`config.mk`:
```
export PLATFORM = sky130hd
export DESIGN_NAME = jk_seq_arbiter
export DESIGN_NICKNAME = d
export VERILOG_FILES = /design/src/rtl/jk_seq_arbiter.sv
export SDC_FILE = /design/constraint.sdc
export NUM_CORES = 1
export LEC_CHECK = 0
export CAP_MARGIN = 40
export CORE_ASPECT_RATIO = 0.7
export CORE_MARGIN = 1
export CORE_UTILIZATION = 52
export DETAILED_ROUTE_END_ITERATION = 6
export GPL_ROUTABILITY_DRIVEN = 0
export PLACE_DENSITY = 0.94
export SLEW_MARGIN = 20
export SYNTH_ARGS = -nofsm -noshare
export SYNTH_HDL_FRONTEND = slang
export SYNTH_SLANG_ARGS = --single-unit
```
`constraint.sdc`:
```
create_clock -name CLK -period 3.1 [get_ports CLK]
set_input_delay 0.62 -clock CLK [delete_from_list [all_inputs] [get_ports CLK]]
set_output_delay 0.62 -clock CLK [all_outputs]
set_load 0.1 [all_outputs]
```
`src/rtl/jk_seq_arbiter.sv`:
```
// Two-way round-robin sequencer for the shared JK machine: clears it, shifts a
// latched pattern into x LSB first, counts F hits. Optional macro: JK_SEQ_FIRSTHIT_EN.
module jk_seq_arbiter #(
  parameter int W  = 16,
  parameter int LW = 5,
  parameter int CW = 5
) (
  input  logic          CLK,
  input  logic          RESET,
  input  logic          req0,
  input  logic          req1,
  input  logic [W-1:0]  pat0,
  input  logic [W-1:0]  pat1,
  input  logic [LW-1:0] len0,
  input  logic [LW-1:0] len1,
  output logic [1:0]    gnt,
  output logic          busy,
  output logic          done,
  output logic [CW-1:0] hits,
  output logic [LW-1:0] first_hit,
  output logic [2:0]    final_s,
  output logic          dut_x,
  output logic          dut_reset,
  input  logic          dut_f,
  input  logic [2:0]    dut_s
);

  typedef enum logic [2:0] {IDLE, CLEAR, RUN, TAIL, DONE} state_t;

  state_t        state, state_n;
  logic          ptr;
  logic          win, win_n;
  logic [W-1:0]  pat_q;
  logic [LW-1:0] len_q, idx;
  logic [LW-1:0] len_sel, len_clamp;
  logic          samp;
  logic [1:0]    gnt_n;
  logic          busy_n, done_n, dut_reset_n, dut_x_n;

  assign len_sel   = win_n ? len1 : len0;
  assign len_clamp = (len_sel > LW'(W)) ? LW'(W) : len_sel;

  // RUN cycle 0 has no prior bit to score; TAIL scores the last bit
  assign samp = ((state == RUN) && (idx != '0)) || ((state == TAIL) && (len_q != '0));

  always_ff @(posedge CLK or negedge RESET) begin
    if (!RESET) state <= IDLE;
    else        state <= state_n;
  end

  always_comb begin
    state_n = state;
    win_n   = win;
    case (state)
      IDLE: begin
        if (req0 || req1) begin
          state_n = CLEAR;
          if (req0 && req1) win_n = ~ptr;
          else              win_n = req1;
        end
      end
      CLEAR:   state_n = (len_q == '0) ? TAIL : RUN;
      RUN:     if (idx == len_q - LW'(1)) state_n = TAIL;
      TAIL:    state_n = DONE;
      DONE:    state_n = IDLE;
      default: state_n = IDLE;
    endcase
  end

  // Outputs are registered, so they are decoded from the next state
  always_comb begin
    gnt_n       = '0;
    if (state_n != IDLE) gnt_n = win_n ? 2'b10 : 2'b01;
    busy_n      = (state_n != IDLE);
    done_n      = (state_n == DONE);
    dut_reset_n = (state_n == CLEAR);
    dut_x_n     = (state_n == RUN) && pat_q[0];
  end

  always_ff @(posedge CLK or negedge RESET) begin
    if (!RESET) begin
      gnt       <= '0;
      busy      <= 1'b0;
      done      <= 1'b0;
      dut_x     <= 1'b0;
      dut_reset <= 1'b1;
    end else begin
      gnt       <= gnt_n;
      busy      <= busy_n;
      done      <= done_n;
      dut_x     <= dut_x_n;
      dut_reset <= dut_reset_n;
    end
  end

  always_ff @(posedge CLK or negedge RESET) begin
    if (!RESET) begin
      ptr     <= 1'b1;
      win     <= 1'b0;
      pat_q   <= '0;
      len_q   <= '0;
      idx     <= '0;
      hits    <= '0;
      final_s <= '0;
    end else begin
      case (state)
        IDLE: begin
          if (state_n == CLEAR) begin
            win     <= win_n;
            pat_q   <= win_n ? pat1 : pat0;
            len_q   <= len_clamp;
            hits    <= '0;
            final_s <= '0;
          end
        end
        CLEAR: begin
          idx   <= '0;
          pat_q <= pat_q >> 1;
        end
        RUN: begin
          idx   <= idx + LW'(1);
          pat_q <= pat_q >> 1;
        end
        TAIL:    final_s <= dut_s;
        DONE:    ptr <= win;
        default: ;
      endcase
      if (samp && dut_f && (hits != '1)) hits <= hits + CW'(1);
    end
  end

`ifdef JK_SEQ_FIRSTHIT_EN
  logic [LW-1:0] samp_idx;
  assign samp_idx = (state == RUN) ? (idx - LW'(1)) : (len_q - LW'(1));

  always_ff @(posedge CLK or negedge RESET) begin
    if (!RESET) begin
      first_hit <= '1;
    end else if ((state == IDLE) && (state_n == CLEAR)) begin
      first_hit <= '1;
    end else if (samp && dut_f && (first_hit == '1)) begin
      first_hit <= samp_idx;
    end
  end
`else
  assign first_hit = '1;
`endif

endmodule

```
Word level (Yosys, flattened, before mapping)
Cells that the tools add are included.
{"block": "word_totals", "word_cells": 71, "register_bits": 45, "inputBits": 50, "out_inout_bits": 19}
{"block": "op_classes", "muxes": 20, "reduce_logical": 23, "eq_ne": 10, "add_sub_neg": 3, "order_cmp": 1, "n_bitwise": 1}
{"op": "$mux W16", "n": 2}
{"op": "$pmux W16 S2", "n": 1}
{"op": "$mux W5", "n": 5}
{"op": "$pmux W3 S4", "n": 1}
{"op": "$add A5 B1 Y5 const B", "n": 2}
{"op": "$pmux W5 S2", "n": 1}
{"op": "$reduce_bool A2 Y1", "n": 5}
{"op": "$reduce_bool A5 Y1", "n": 2}
{"op": "$eq A3 B2 Y1 const B", "n": 3}
{"op": "$mux W3", "n": 3}
{"op": "$reduce_and A2 Y1", "n": 4}
{"op": "$eq A3 B1 Y1 const B", "n": 2}
{"op": "$eq A3 B3 Y1 const B", "n": 2}
{"op": "$logic_and A1 B1 Y1", "n": 6}
{"op": "$pmux W3 S2", "n": 1}
{"op": "$eq A5 B5 Y1", "n": 1}
{"op": "$gt A5 B5 Y1 const B", "n": 1}
{"op": "$logic_not A5 Y1", "n": 1}
{"op": "$ne A5 B5 Y1 const B", "n": 1}
{"op": "$sub A5 B1 Y5 const B", "n": 1}
{"op": "$mux W1", "n": 4}
{"op": "$mux W2", "n": 2}
{"op": "$logic_not A3 Y1", "n": 1}
{"op": "$reduce_bool A3 Y1", "n": 1}
{"op": "other kinds (4)", "n": 5}

Logic depth before layout (Yosys ltp)
{"block": "logic_depth", "ltp_word": 8, "ltp_mapped": 6, "ltp_nobuf": 6}

Least setup slack after synthesis
No wires, ideal clock.
{"block": "synth_path", "kind": "flip-flop to flip-flop", "start": "reg hits[0]", "end": "reg hits[0]", "required_ps": 2975, "arrival_ps": 2110, "stages_incl_launch_ff": 7, "slack_ps": 864, "n_path_buf": 0, "setup_time_ps": 125, "path_cell_list": "dfrtp_1 > ha_1 > and3_1 > ha_1 > nor2b_1 > a21oi_1 > mux2_2"}
{"block": "synth_via", "elab_chain_cells": 4}
{"item": "start: declaration", "line_no": "19", "rtl": "output logic [CW-1:0] hits,"}
{"item": "start signal: assignment", "line_no": "128", "rtl": "if (samp && dut_f && (hits != '1)) hits <= hits + CW'(1);"}
{"item": "parallel branches: the longest is 4 deep, another holds $add A5 B1 Y5"}
Parallel ways; which one is timed is not known.
A chain may end at the register's enable or synchronous reset.

Worst setup path in the final report
{"block": "layout_path", "start": "in req0", "end": "reg len_q[4]"}
{"block": "layout_via", "elab_chain_cells": 7}
{"item": "start: declaration", "line_no": "10", "rtl": "input logic req0,"}
{"item": "$logic_and A1 B1 Y1", "line_no": "58", "rtl": "if (req0 && req1) win_n = ~ptr;"}
{"item": "$mux W1", "line_no": "58"}
{"item": "$mux W1", "line_no": "56", "rtl": "if (req0 || req1) begin"}
{"item": "$mux W1", "line_no": "54", "rtl": "case (state)"}
{"item": "$mux W5", "line_no": "40", "rtl": "assign len_sel = win_n ? len1 : len0;"}
{"item": "$gt A5 B5 Y1", "line_no": "41", "rtl": "assign len_clamp = (len_sel > LW'(W)) ? LW'(W) : len_sel;"}
{"item": "$mux W5", "line_no": "41"}
{"item": "end signal: assignment", "line_no": "111", "rtl": "len_q <= len_clamp;"}
{"item": "end: declaration", "line_no": "34", "rtl": "logic [LW-1:0] len_q, idx;"}
Several ways; a longest one is shown, not always the timed one.

==> out/summary.txt <==
FINISH
-----------------------------------------------------------------------------------------------
Total number of nets in the final design                                                    381
Fraction of layout instances using a drive strength above 1                               0.125
Diodes inserted                                                                               0
Layout-stage area growth over the synthesis result                                        29.6%
Post-layout utilization of the core                                                       0.730
Filler Cell Count                                                                           329

GRT
-----------------------------------------------------------------------------------------------
Number of global-route vias before repair                                                 2,115
Antenna violations before repair                                                              0
Wire length of the first global-routing pass                                          10,100 µm
Largest net degree at the start of global routing                                            33
Total gr overflow                                                                             0
All-Layer GR Usage                                                                        0.254

FLOORPLAN
-----------------------------------------------------------------------------------------------
Starting density of the core                                                              0.563
Die outline area                                                                       5160 µm²
Number of primary I/O pins                                                                   69
Std-Cell Rows                                                                                20
Overall die width                                                                       85.5 µm
Placeable core region                                                                  4500 µm²
Overall die height                                                                      60.4 µm

CLOCKING
-----------------------------------------------------------------------------------------------
Clock buffer count from CTS                                                                   5
Clock tree from TritonCTS                                                                 built
Cell at the root of the clock tree                                                 sky130_fd_sc_hd__clkbuf_8
Post-CTS resize count                                                                         0
Buffer count from post-CTS setup fixing                                                       0
Clock input transition at the sequential cells of the worst setup and hold paths        0.08 ns
Maximum buffer depth of the clock tree                                                        2
Later-pin clock latency in the skew report                                              0.30 ns
CTS H-tree depth                                                                              2
Number of sinks handled by clock tree synthesis                                              45
Hold-fix buffer count after cts                                                               0

YOSYS
-----------------------------------------------------------------------------------------------
Most repeated cell in the gate-level netlist after synthesis                       sky130_fd_sc_hd__dfrtp_1
Share of flip-flops with an asynchronous set or reset                                      1.00
Number of instances in the synthesized netlist                                              264
Most common library cells after synthesis                                          43 x sky130_fd_sc_hd__dfrtp_1, 38 x sky130_fd_sc_hd__nand2_1, 19 x sky130_fd_sc_hd__a21oi_1
Distinct cells, synth                                                                        46
Number of synthesized flops with an enable pin                                                0
Sequential cell area fraction in the yosys report                                         0.445
Predominant post-synthesis flop cell                                               sky130_fd_sc_hd__dfrtp_1
Portion of synthesized cell area occupied by the leading cell type                        0.424
Yosys warns                                                                                   0
#FFs+latches synth                                                                           45
Post-synthesis cell area                                                               2540 µm²
Library cell occupying the most area in the post-synthesis netlist                 sky130_fd_sc_hd__dfrtp_1
Avg Cell Area, Syn                                                                     9.61 µm²
Main area contributors after synthesis                                             sky130_fd_sc_hd__dfrtp_1 42%, sky130_fd_sc_hd__nand2_1 5.6%, sky130_fd_sc_hd__a32o_1 5.5%

RUN
-----------------------------------------------------------------------------------------------
Count of max-cap constraint violations                                                        0

CRITICAL PATH
-----------------------------------------------------------------------------------------------
Kind of critical path                                                                    in2reg
Stages on the worst setup path                                                                5
Reg-to-reg endpoint                                                                len_q[4]$_DFFE_PN0P_
Endpoint class of the critical path                                                   flip-flop
Crit Reg-Reg Startpoint                                                            state[2]$_DFF_PN0_
R2r worst-path depth                                                                          4
Setup slack of the most critical reg-to-reg path                                        0.93 ns
Crit path arrival time                                                                  2.52 ns
Worst EP required                                                                       3.29 ns
Buffer and inverter count on the worst path                                                   1
Critical-path top delay cell                                                       sky130_fd_sc_hd__clkdlybuf4s50_1
Worst path most repeated cell                                                      sky130_fd_sc_hd__mux2_2
Maximum fanout along the worst path                                                           7
Kind of start point of the critical path                                              input pin
Family with the most delay on the worst path                                       multiplexers
Critical path, cell by cell                                                        clkdlybuf4s50_1 > nor4b_1 > and2_1 > mux2_2 > mux2_2
Crit path largest cell delay                                                            0.61 ns

STA
-----------------------------------------------------------------------------------------------
Final hold viol count                                                                         0
Shortest period the worst path allows                                                   2.33 ns
Skew final                                                                           0.00501 ns
Sum Neg Setup Slack                                                                        0 ns
Maximum clock rate                                                                      428 MHz
RSZ-0062 raised after global routing                                                         no
Share of the clock period used by the worst path                                          0.753
Final hold slack                                                                       0.216 ns
Slew at the pin with the worst max-slew slack                                          0.786 ns
Count of endpoints failing setup in the final report                                          0
Count of pins over their slew limit                                                           0
Headroom to the max-slew limit                                                            0.476
Worst path setup slack after routing                                                   0.766 ns

ROUTE
-----------------------------------------------------------------------------------------------
Initial drt markers                                                                         162
Total DRC errors in the routed layout                                                         0
Detailed Route WL                                                                       6180 µm
Wire length per cell after detailed routing                                             16.2 µm
First-pass detailed-route iteration total                                                     5
Vias                                                                                      2,244
Residual antenna-violating net count after detailed routing                                   0
Drt via density                                                                            5.87

PLACEMENT
-----------------------------------------------------------------------------------------------
Port Buffers                                                                                 63
Detail Placement HPWL                                                                   4450 µm
Setup Slack @ Placement                                                                0.521 ns

OUTCOME
-----------------------------------------------------------------------------------------------
Result of the run                                                                  complete, no violations

POWER AND IR DROP
-----------------------------------------------------------------------------------------------
Sequential share of power                                                                 0.298
Share of power burned in combinational logic                                              0.571
Cell-internal power                                                                     1.84 mW
Power density of the placed cells                                                   1070 nW/µm²
Switching power total                                                                   1.67 mW
Clk pwr share                                                                             0.131
Worst IR drop on VDD                                                                   0.360 mV
Leak                                                                                    1.47 nW
Overall power consumption                                                               3.51 mW
Net Sw Frac                                                                               0.476

WORST HOLD PATH
-----------------------------------------------------------------------------------------------
Min-Delay Path Class                                                                   in2async

-- worst max-delay path by stage --
stage,startpoint,endpoint,slack (ns)
after floorplan,hits[0]$_DFFE_PN0P_,hits[0]$_DFFE_PN0P_,0.86
after global placement,req0,len_q[4]$_DFFE_PN0P_,0.56
after detailed placement,req0,len_q[4]$_DFFE_PN0P_,0.52
after CTS,req0,len_q[4]$_DFFE_PN0P_,0.77
after global routing,req0,len_q[4]$_DFFE_PN0P_,0.72
final,req0,len_q[4]$_DFFE_PN0P_,0.77
-- worst reg2reg max path, delay by kind of cell (launching register included) --
kind | cells | cell delay, ns
multiplexers | 2 | 0.68
flip-flops | 1 | 0.67
AND/OR/NAND/NOR | 2 | 0.71
-- kinds of logic (layout without fill, tap and decap cells) --
| kind of cell | Yosys count | in the layout | share of synthesized area |
|---|---|---|---|
| AO/OA/AOI/OAI | 78 | 78 | 0.219 |
| flip-flops | 45 | 45 | 0.445 |
| AND/OR/NAND/NOR | 87 | 87 | 0.181 |
| other | 1 | 5 | 0.00148 |
| buffers and inverters | 29 | 88 | 0.0577 |
| XOR/XNOR | 10 | 10 | 0.0345 |
| multiplexers | 9 | 9 | 0.0370 |
| adder cells (fa/ha/maj) | 5 | 5 | 0.0247 |
-- final cells by class --
cell class,instances,area [µm²],share of cell area
well taps,55,68.8,0.0209
inverters,10,37.5,0.0114
repair buffers,70,656,0.199
clock inverters,2,37.5,0.0114
clock buffers,6,82.6,0.0251
flip-flops and latches,45,1130,0.343
multi-input cells,194,1280,0.388
-- power by group through the flow --
stage                     clock [mW]  combinational (mW)  sequential [mW]
after floorplan                    0                1.18             1.38
after global placement             0                1.90             1.03
after detailed placement           0                1.97             1.05
after CTS                      0.465                1.99             1.04
after global routing           0.491                2.15             1.07
final                          0.460                2.00             1.05
-- layer usage --
| layer | vias to the layer above | global-route usage | part of all wire |
|---|---|---|---|
| met2 | 116 | 0.411 | 0.45 |
| met1 | 1047 | 0.355 | 0.46 |
| met4 | 0 | 0.0738 | 0.014 |
| li1 | 1071 | - | - |
| met5 | - | 0 | 0 |
| met3 | 10 | 0.0531 | 0.080 |
-- metrics by stage --
| stage | instance area, µm² | std cells |
|---|---|---|
| after floorplan | 2550 | 268 |
| after global placement | 3140 | 372 |
| after detailed placement | 3170 | 374 |
| after CTS | 3290 | 382 |
| after global routing | 3290 | 382 |
| final | 3290 | 382 |
-- cell usage in the layout, fill, tap and decap left out, types with 2 or more instances in the layout --
master and count:
sky130_fd_sc_hd__clkdlybuf4s50_1 48, sky130_fd_sc_hd__dfrtp_1 43, sky130_fd_sc_hd__nand2_1 38, sky130_fd_sc_hd__buf_4 20, sky130_fd_sc_hd__a21oi_1 19, sky130_fd_sc_hd__o21bai_1 15, sky130_fd_sc_hd__or3_1 15, sky130_fd_sc_hd__o21ai_0 14
sky130_fd_sc_hd__a32o_1 14, sky130_fd_sc_hd__inv_1 9, sky130_fd_sc_hd__xnor2_1 6, sky130_fd_sc_hd__nand4_1 6, sky130_fd_sc_hd__mux2i_1 6, sky130_fd_sc_hd__clkbuf_8 6, sky130_fd_sc_hd__o31ai_1 5, sky130_fd_sc_hd__ha_1 5
sky130_fd_sc_hd__conb_1 5, sky130_fd_sc_hd__xor2_1 4, sky130_fd_sc_hd__nand3_1 4, sky130_fd_sc_hd__nor3b_1 3, sky130_fd_sc_hd__nor4b_1 3, sky130_fd_sc_hd__nor2_1 3, sky130_fd_sc_hd__mux2_2 3, sky130_fd_sc_hd__and3_1 2
sky130_fd_sc_hd__or3b_2 2, sky130_fd_sc_hd__nor3_1 2, sky130_fd_sc_hd__and2_1 2, sky130_fd_sc_hd__nor2b_1 2, sky130_fd_sc_hd__a21o_1 2, sky130_fd_sc_hd__o211ai_1 2, sky130_fd_sc_hd__o22ai_2 2, sky130_fd_sc_hd__dfstp_2 2
-- state kept, by name, indices dropped and copies added, names as in the netlist --
name and count:
busy 1, win 1, dut_x 1, pat_q 16, hits 5, done 1, ptr 1, state 3
dut_reset 1, idx 5, len_q 5, final_s 3, gnt 2
Note: power is estimated with default switching activity, not from simulation.
